==> config.mk <==
export PLATFORM = sky130hd
export DESIGN_NAME = flood_game_ctrl
export DESIGN_NICKNAME = d
export VERILOG_FILES = /design/src/rtl/flood_pkg.sv /design/src/rtl/const_div_seq.sv /design/src/rtl/flood_game_ctrl.sv
export SDC_FILE = /design/constraint.sdc
export NUM_CORES = 1
export LEC_CHECK = 0
export CAP_MARGIN = 20
export CORE_MARGIN = 2
export CORE_UTILIZATION = 60
export CTS_CLUSTER_DIAMETER = 60
export DETAILED_ROUTE_END_ITERATION = 6
export GPL_TIMING_DRIVEN = 0
export PLACE_DENSITY = 0.89
export SLEW_MARGIN = 10
export SYNTH_ARGS = -nofsm -noshare
export SYNTH_HDL_FRONTEND = slang
export SYNTH_SLANG_ARGS = --single-unit
==> constraint.sdc <==
create_clock -name CLOCK -period 9.65 [get_ports CLOCK]
set_clock_uncertainty 0.05 [all_clocks]
set_input_delay 1.4475 -clock CLOCK [delete_from_list [all_inputs] [get_ports CLOCK]]
set_output_delay 1.4475 -clock CLOCK [all_outputs]
set_load 0.005 [all_outputs]
==> src/rtl/flood_pkg.sv <==
// Shared types and constants for the Flood-It game controller.
package flood_pkg;

  typedef enum logic [2:0] {
    S_SIZE,
    S_COLOR,
    S_CALC,
    S_PLAY,
    S_END
  } state_t;

  localparam int unsigned TRY_CAP    = 99;
  localparam int unsigned BUDGET_NUM = 25;
  localparam int unsigned BUDGET_DEN = 84;
  localparam int unsigned PROD_W     = 12;

  // Budget numerator: board edge * colours * BUDGET_NUM, fits in PROD_W bits.
  function automatic logic [PROD_W-1:0] budget_product(input logic [4:0] edge_len,
                                                       input logic [3:0] colors);
    return PROD_W'(edge_len) * PROD_W'(colors) * PROD_W'(BUDGET_NUM);
  endfunction

endpackage

==> src/rtl/const_div_seq.sv <==
// Restoring shift-subtract divider by a constant; one quotient bit per cycle,
// done pulses W cycles after an accepted start, quotient held until next start.
module const_div_seq #(
  parameter int unsigned W   = 12,
  parameter int unsigned DEN = 84
) (
  input  logic         CLOCK,
  input  logic         RESET,
  input  logic         start,
  input  logic [W-1:0] dividend,
  output logic         done,
  output logic [W-1:0] quotient
);

  localparam int unsigned RW = $clog2(DEN);
  localparam int unsigned CW = $clog2(W);

  logic [RW-1:0] rem;
  logic [CW-1:0] cnt;
  logic          busy;
  logic [RW:0]   trial;
  logic          fits;

  assign trial = {rem, quotient[W-1]};
  assign fits  = (trial >= (RW+1)'(DEN));

  always_ff @(posedge CLOCK or posedge RESET) begin
    if (RESET) begin
      rem      <= '0;
      cnt      <= '0;
      busy     <= 1'b0;
      done     <= 1'b0;
      quotient <= '0;
    end else begin
      done <= 1'b0;
      if (!busy) begin
        if (start) begin
          quotient <= dividend;
          rem      <= '0;
          cnt      <= '0;
          busy     <= 1'b1;
        end
      end else begin
        // Dividend bits shift out the top as quotient bits shift in the bottom.
        rem      <= fits ? RW'(trial - (RW+1)'(DEN)) : trial[RW-1:0];
        quotient <= {quotient[W-2:0], fits};
        cnt      <= cnt + 1'b1;
        if (cnt == CW'(W-1)) begin
          busy <= 1'b0;
          done <= 1'b1;
        end
      end
    end
  end

endmodule

==> src/rtl/flood_game_ctrl.sv <==
// Flood-It setup / try-count controller feeding the digit display.
// Optional macro FLOOD_UNLIMITED_TRIES_EN: no budget limit, game ends only when solved.
module flood_game_ctrl
  import flood_pkg::*;
#(
  parameter int unsigned SIZE_MIN  = 2,
  parameter int unsigned SIZE_MAX  = 20,
  parameter int unsigned SIZE_DEF  = 14,
  parameter int unsigned COLOR_MIN = 3,
  parameter int unsigned COLOR_MAX = 8,
  parameter int unsigned COLOR_DEF = 6
) (
  input  logic       CLOCK,
  input  logic       RESET,
  input  logic       BTN_UP,
  input  logic       BTN_DOWN,
  input  logic       BTN_SEL,
  input  logic       BTN_START,
  input  logic       MOVE_VALID,
  input  logic       GAME_DONE,
  output logic [3:0] COLOR_NUM,
  output logic [4:0] SIZE,
  output logic       selecting,
  output logic       sORc,
  output logic       MODE,
  output logic [7:0] TRIES,
  output logic [7:0] TOTAL_TRIES,
  output logic       GAME_OVER,
  output logic       WIN
);

  state_t              state, next_state;
  logic                div_start, div_done;
  logic [PROD_W-1:0]   div_q;
  logic [7:0]          tries_inc;
  logic                budget_hit;
  logic [4:0]          size_up, size_dn;
  logic [3:0]          color_up, color_dn;

  assign div_start = (state == S_SIZE || state == S_COLOR) && BTN_START;
  assign tries_inc = (TRIES >= 8'(TRY_CAP)) ? 8'(TRY_CAP) : TRIES + 8'd1;

`ifdef FLOOD_UNLIMITED_TRIES_EN
  assign budget_hit = 1'b0;
`else
  assign budget_hit = (tries_inc == TOTAL_TRIES);
`endif

  assign size_up  = (SIZE == 5'(SIZE_MAX)) ? 5'(SIZE_MIN) : SIZE + 5'd1;
  assign size_dn  = (SIZE == 5'(SIZE_MIN)) ? 5'(SIZE_MAX) : SIZE - 5'd1;
  assign color_up = (COLOR_NUM == 4'(COLOR_MAX)) ? 4'(COLOR_MIN) : COLOR_NUM + 4'd1;
  assign color_dn = (COLOR_NUM == 4'(COLOR_MIN)) ? 4'(COLOR_MAX) : COLOR_NUM - 4'd1;

  const_div_seq #(
    .W   (PROD_W),
    .DEN (BUDGET_DEN)
  ) u_div (
    .CLOCK    (CLOCK),
    .RESET    (RESET),
    .start    (div_start),
    .dividend (budget_product(SIZE, COLOR_NUM)),
    .done     (div_done),
    .quotient (div_q)
  );

  always_ff @(posedge CLOCK or posedge RESET) begin
    if (RESET) state <= S_SIZE;
    else       state <= next_state;
  end

  always_comb begin
    next_state = state;
    unique case (state)
      S_SIZE:  if (BTN_START) next_state = S_CALC;
               else if (BTN_SEL) next_state = S_COLOR;
      S_COLOR: if (BTN_START) next_state = S_CALC;
               else if (BTN_SEL) next_state = S_SIZE;
      S_CALC:  if (div_done) next_state = S_PLAY;
      S_PLAY:  if (BTN_START) next_state = S_SIZE;
               else if (GAME_DONE) next_state = S_END;
               else if (MOVE_VALID && budget_hit) next_state = S_END;
      S_END:   if (BTN_START) next_state = S_SIZE;
      default: next_state = S_SIZE;
    endcase
  end

  // Flags follow next_state so every output lands on the same edge as the state change.
  always_ff @(posedge CLOCK or posedge RESET) begin
    if (RESET) begin
      COLOR_NUM   <= 4'(COLOR_DEF);
      SIZE        <= 5'(SIZE_DEF);
      selecting   <= 1'b1;
      sORc        <= 1'b1;
      MODE        <= 1'b0;
      TRIES       <= '0;
      TOTAL_TRIES <= '0;
      GAME_OVER   <= 1'b0;
      WIN         <= 1'b0;
    end else begin
      selecting <= (next_state == S_SIZE) || (next_state == S_COLOR);
      MODE      <= (next_state == S_PLAY) || (next_state == S_END);
      GAME_OVER <= (next_state == S_END);
      if (next_state == S_SIZE)       sORc <= 1'b1;
      else if (next_state == S_COLOR) sORc <= 1'b0;

      unique case (state)
        S_SIZE: begin
          if (BTN_START)      TRIES <= '0;
          else if (BTN_SEL)   ;
          else if (BTN_UP)    SIZE <= size_up;
          else if (BTN_DOWN)  SIZE <= size_dn;
        end
        S_COLOR: begin
          if (BTN_START)      TRIES <= '0;
          else if (BTN_SEL)   ;
          else if (BTN_UP)    COLOR_NUM <= color_up;
          else if (BTN_DOWN)  COLOR_NUM <= color_dn;
        end
        S_CALC: begin
          if (div_done)
            TOTAL_TRIES <= (div_q > PROD_W'(TRY_CAP)) ? 8'(TRY_CAP) : div_q[7:0];
        end
        S_PLAY: begin
          if (!BTN_START && MOVE_VALID) TRIES <= tries_inc;
          if (next_state == S_END)      WIN   <= GAME_DONE;
        end
        S_END: begin
          if (next_state == S_SIZE) WIN <= 1'b0;
        end
        default: ;
      endcase
    end
  end

endmodule

==> reports/results.txt <==
status - completed
Post-DP Area - 5100 um2
Buffers on Ports - 36
cts hold-fix bufs - 0
cells on worst reg2reg path - 21
DIE AREA - 8360 um2
net total in the final layout - 647
number of antenna violations at the first check in global routing - 0
maximum clock frequency - 163 MHz
H-tree level count - 3
DP Cell Count - 670
number of slew-limit violations in the final report - 0
placed wire-length estimate - 8.20 mm
core occupancy in the finished layout - 0.734
DIE HEIGHT - 91.4 um
number of buffers on the longest clock path - 2
Layout fillers - 499
postcts setup bufs - 0
Post-synth EDFFs - 0
Power Density - 370 nW/um2
main area contributors after synthesis - dfrtp_1 28%, ha_1 13%, nand2_1 4.8%, fa_1 4.4%, dfstp_2 4.0%
GRT Total Usage - 0.282
largest incremental delay on the critical path - 560 ps
total number of clock tree sinks - 58
Floorplan Core Area - 7330 um2
global-route wire length before repair - 19.1 mm
cell mode on critical path - fa_1
reg-to-reg critical path startpoint - COLOR_NUM[2]
largest net degree at the start of global routing - 41
clock root buffer - clkbuf_8
Design Area, Final - 5380 um2
share of the clock period used by the worst path after layout - 0.634
reg2reg setup slack - 3530 ps
later-pin clock latency in the skew report - 350 ps
CP Launch Type - register
list of cells traversed by the critical path - clkbuf_1 > nand2_1 > fa_1 > inv_1 > fa_1 > inv_1 > fa_1 > nor2b_1 > o21ai_0 > a21oi_1 > inv_2 > xnor2_1 > ha_1 > ha_1 > xnor2_1 > nor4b_1 > mux2_1 > nor4_1 > xor3_1 > mux2i_1 > o21ai_1
Finished Layout Cells - 686
post-synthesis cell type count - 58
pre-CTS setup slack - 3550 ps
minimum hold slack - 456 ps
highest fanout seen on the critical path - 10
width of the die - 91.4 um
clock-pin transition on the worst setup and hold timing paths - 70 ps
ys async rst share - 1.00
number of vias per cell after detailed routing - 6.13
number of design-rule violations left by the first detailed-router iteration - 454
launch point of the critical path - COLOR_NUM[2]
number of nets produced by synthesis - 598
flops & latches, synth - 58
Pleak - 2.47 nW
number of hold violations in the final report - 0
Max-slew headroom - 0.615
Syn Inst Count - 533
effective utilization at floorplan - 0.626
Synth-to-Final Area Change - 17.3%
via count - 4203
Worst Path Required - 9810 ps
Mean Syn Cell Area - 8.61 um2
Yosys Warn Count - 0
total length of routed wires - 11.5 mm
area taken by flip-flops and latches - 1460 um2
weighted congestion at the end of routability-driven global placement - 0.860
average wire length per cell after detail routing - 16.8 um
number of global-route vias before repair - 4066
number of placed I/O pins - 38
Congestion Overflow GR - 0
Reg2Reg Capture Point - u_div.quotient[11]
area of the multi-input gates - 2880 um2
PnR Total Power - 1.99 mW
worst hold path class - reg2reg
number of instances resized during post-cts repair - 0
proportion of layout cells with a drive suffix above 1 - 0.0664
largest area contributor in the netlist - dfrtp_1
setup TNS - 0 ps
most numerous cell in the Yosys netlist - nand2_1
main flop type after synthesis - dfrtp_1
sort of element at the end of the critical path - register
fraction of synthesized cell area taken by the top area cell type - 0.278
Initial DRT Pass Iterations - 5
number of antenna repair diodes - 0
crit path DAT - 6280 ps
clock period minus final worst setup slack - 6120 ps
Setup Viol. Count Final - 0
maximum ir drop on the vdd rail - 225 uV
Setup Crit Path Kind - reg2reg
sequential area share after synthesis - 0.318
max-cap violation count - 0
Worst setup endpoint - u_div.quotient[11]
clock tree from TritonCTS - yes
cell area after synthesis - 4590 um2
RSZ-0062 raised after global routing - false
pin slew with the least headroom to its limit - 570 ps
number of buffers created by CTS - 9
row count - 31
slowest CP cell - dfstp_2
count of nets left with antenna violations after detail routing - 0
number of remaining DRC errors - 0
setup slack of the critical path after layout - 3530 ps
commonest cells in the synthesized netlist - 59 x nand2_1, 51 x dfrtp_1, 47 x ha_1, 45 x nor2_1, 44 x inv_1
-- worst max-delay path, delay by kind of cell (launching register included) --
| kind | cells | cell delay [ps] |
|---|---|---|
| AND/OR/NAND/NOR | 4 | 870 |
| buffers and inverters | 4 | 600 |
| multiplexers | 2 | 450 |
| adder cells (fa/ha/maj) | 5 | 2010 |
| AO/OA/AOI/OAI | 3 | 410 |
| XOR/XNOR | 3 | 1070 |
| flip-flops | 1 | 560 |
-- cell usage in the layout, fill, tap and decap left out, drive strengths merged, types with 7 or more instances in the layout --
master         synthesis  final
and2                  13     13
clkbuf                20     30
inv                   46     46
nor3                  11     11
fa                    10     10
nand2                 59     59
clkdlybuf4s50          0     36
nor2b                  8      8
dfstp                  7      7
xnor2                 15     15
nor2                  45     45
ha                    47     47
a21oi                 34     34
mux2i                 12     12
o21ai                 54     54
dfrtp                 51     51
nand3                  8      8
-- how the worst min path moves through the flow --
| stage | slack (ps) | start | to | cells past startpoint |
|---|---|---|---|---|
| after floorplan | 390 | u_div.cnt[3] | u_div.cnt[3] | 1 |
| after global placement | 410 | u_div.cnt[3] | u_div.cnt[3] | 1 |
| after detailed placement | 420 | u_div.cnt[3] | u_div.cnt[3] | 1 |
| after CTS | 460 | sORc | sORc | 2 |
| after global routing | 500 | sORc | sORc | 2 |
| final | 460 | sORc | sORc | 2 |
-- routing by layer --
metal / wire [um] / vias up / global-route usage
met5: 0 / - / 0
met4: 365 / 0 / 0.130
met3: 647 / 42 / 0.0365
met2: 5650 / 183 / 0.473
met1: 4870 / 2022 / 0.363
li1: - / 1956 / -
-- kinds of logic (layout without fill, tap and decap cells) --
| kind of cell | after synthesis | in the layout | share of synthesized area |
|---|---|---|---|
| buffers and inverters | 68 | 122 | 0.0559 |
| adders and majority gates | 57 | 57 | 0.172 |
| AOI/OAI and AO/OA | 137 | 137 | 0.187 |
| xor gates and xnor gates | 22 | 22 | 0.0486 |
| and+or+nand+nor | 177 | 177 | 0.187 |
| muxes | 14 | 14 | 0.0311 |
| DFF | 58 | 58 | 0.318 |
-- sequential cells by signal, indices dropped and copies added (netlist names), 3 cells and up --
name            cells
TOTAL_TRIES         8
state               3
u_div.rem           7
COLOR_NUM           4
u_div.cnt           4
u_div.quotient     12
TRIES               8
SIZE                5
-- final cells by class --
cell class	count	share of cell area
Clock buffer	10	0.0256
Tap cell	99	0.0230
Buffer	22	0.0156
Multi-Input combinational cell	407	0.535
Clock inverter	6	0.0256
Inverter	46	0.0321
Timing Repair Buffer	38	0.0721
Sequential cell	58	0.271
-- report_power, final --
group | internal [mW] | total, mW | switching [mW]
clock network | 0.206 | 0.310 | 0.104
registers | 0.346 | 0.454 | 0.109
logic | 0.540 | 1.23 | 0.687
total | 1.09 | 1.99 | 0.900
(Power assumes the default switching activity.)
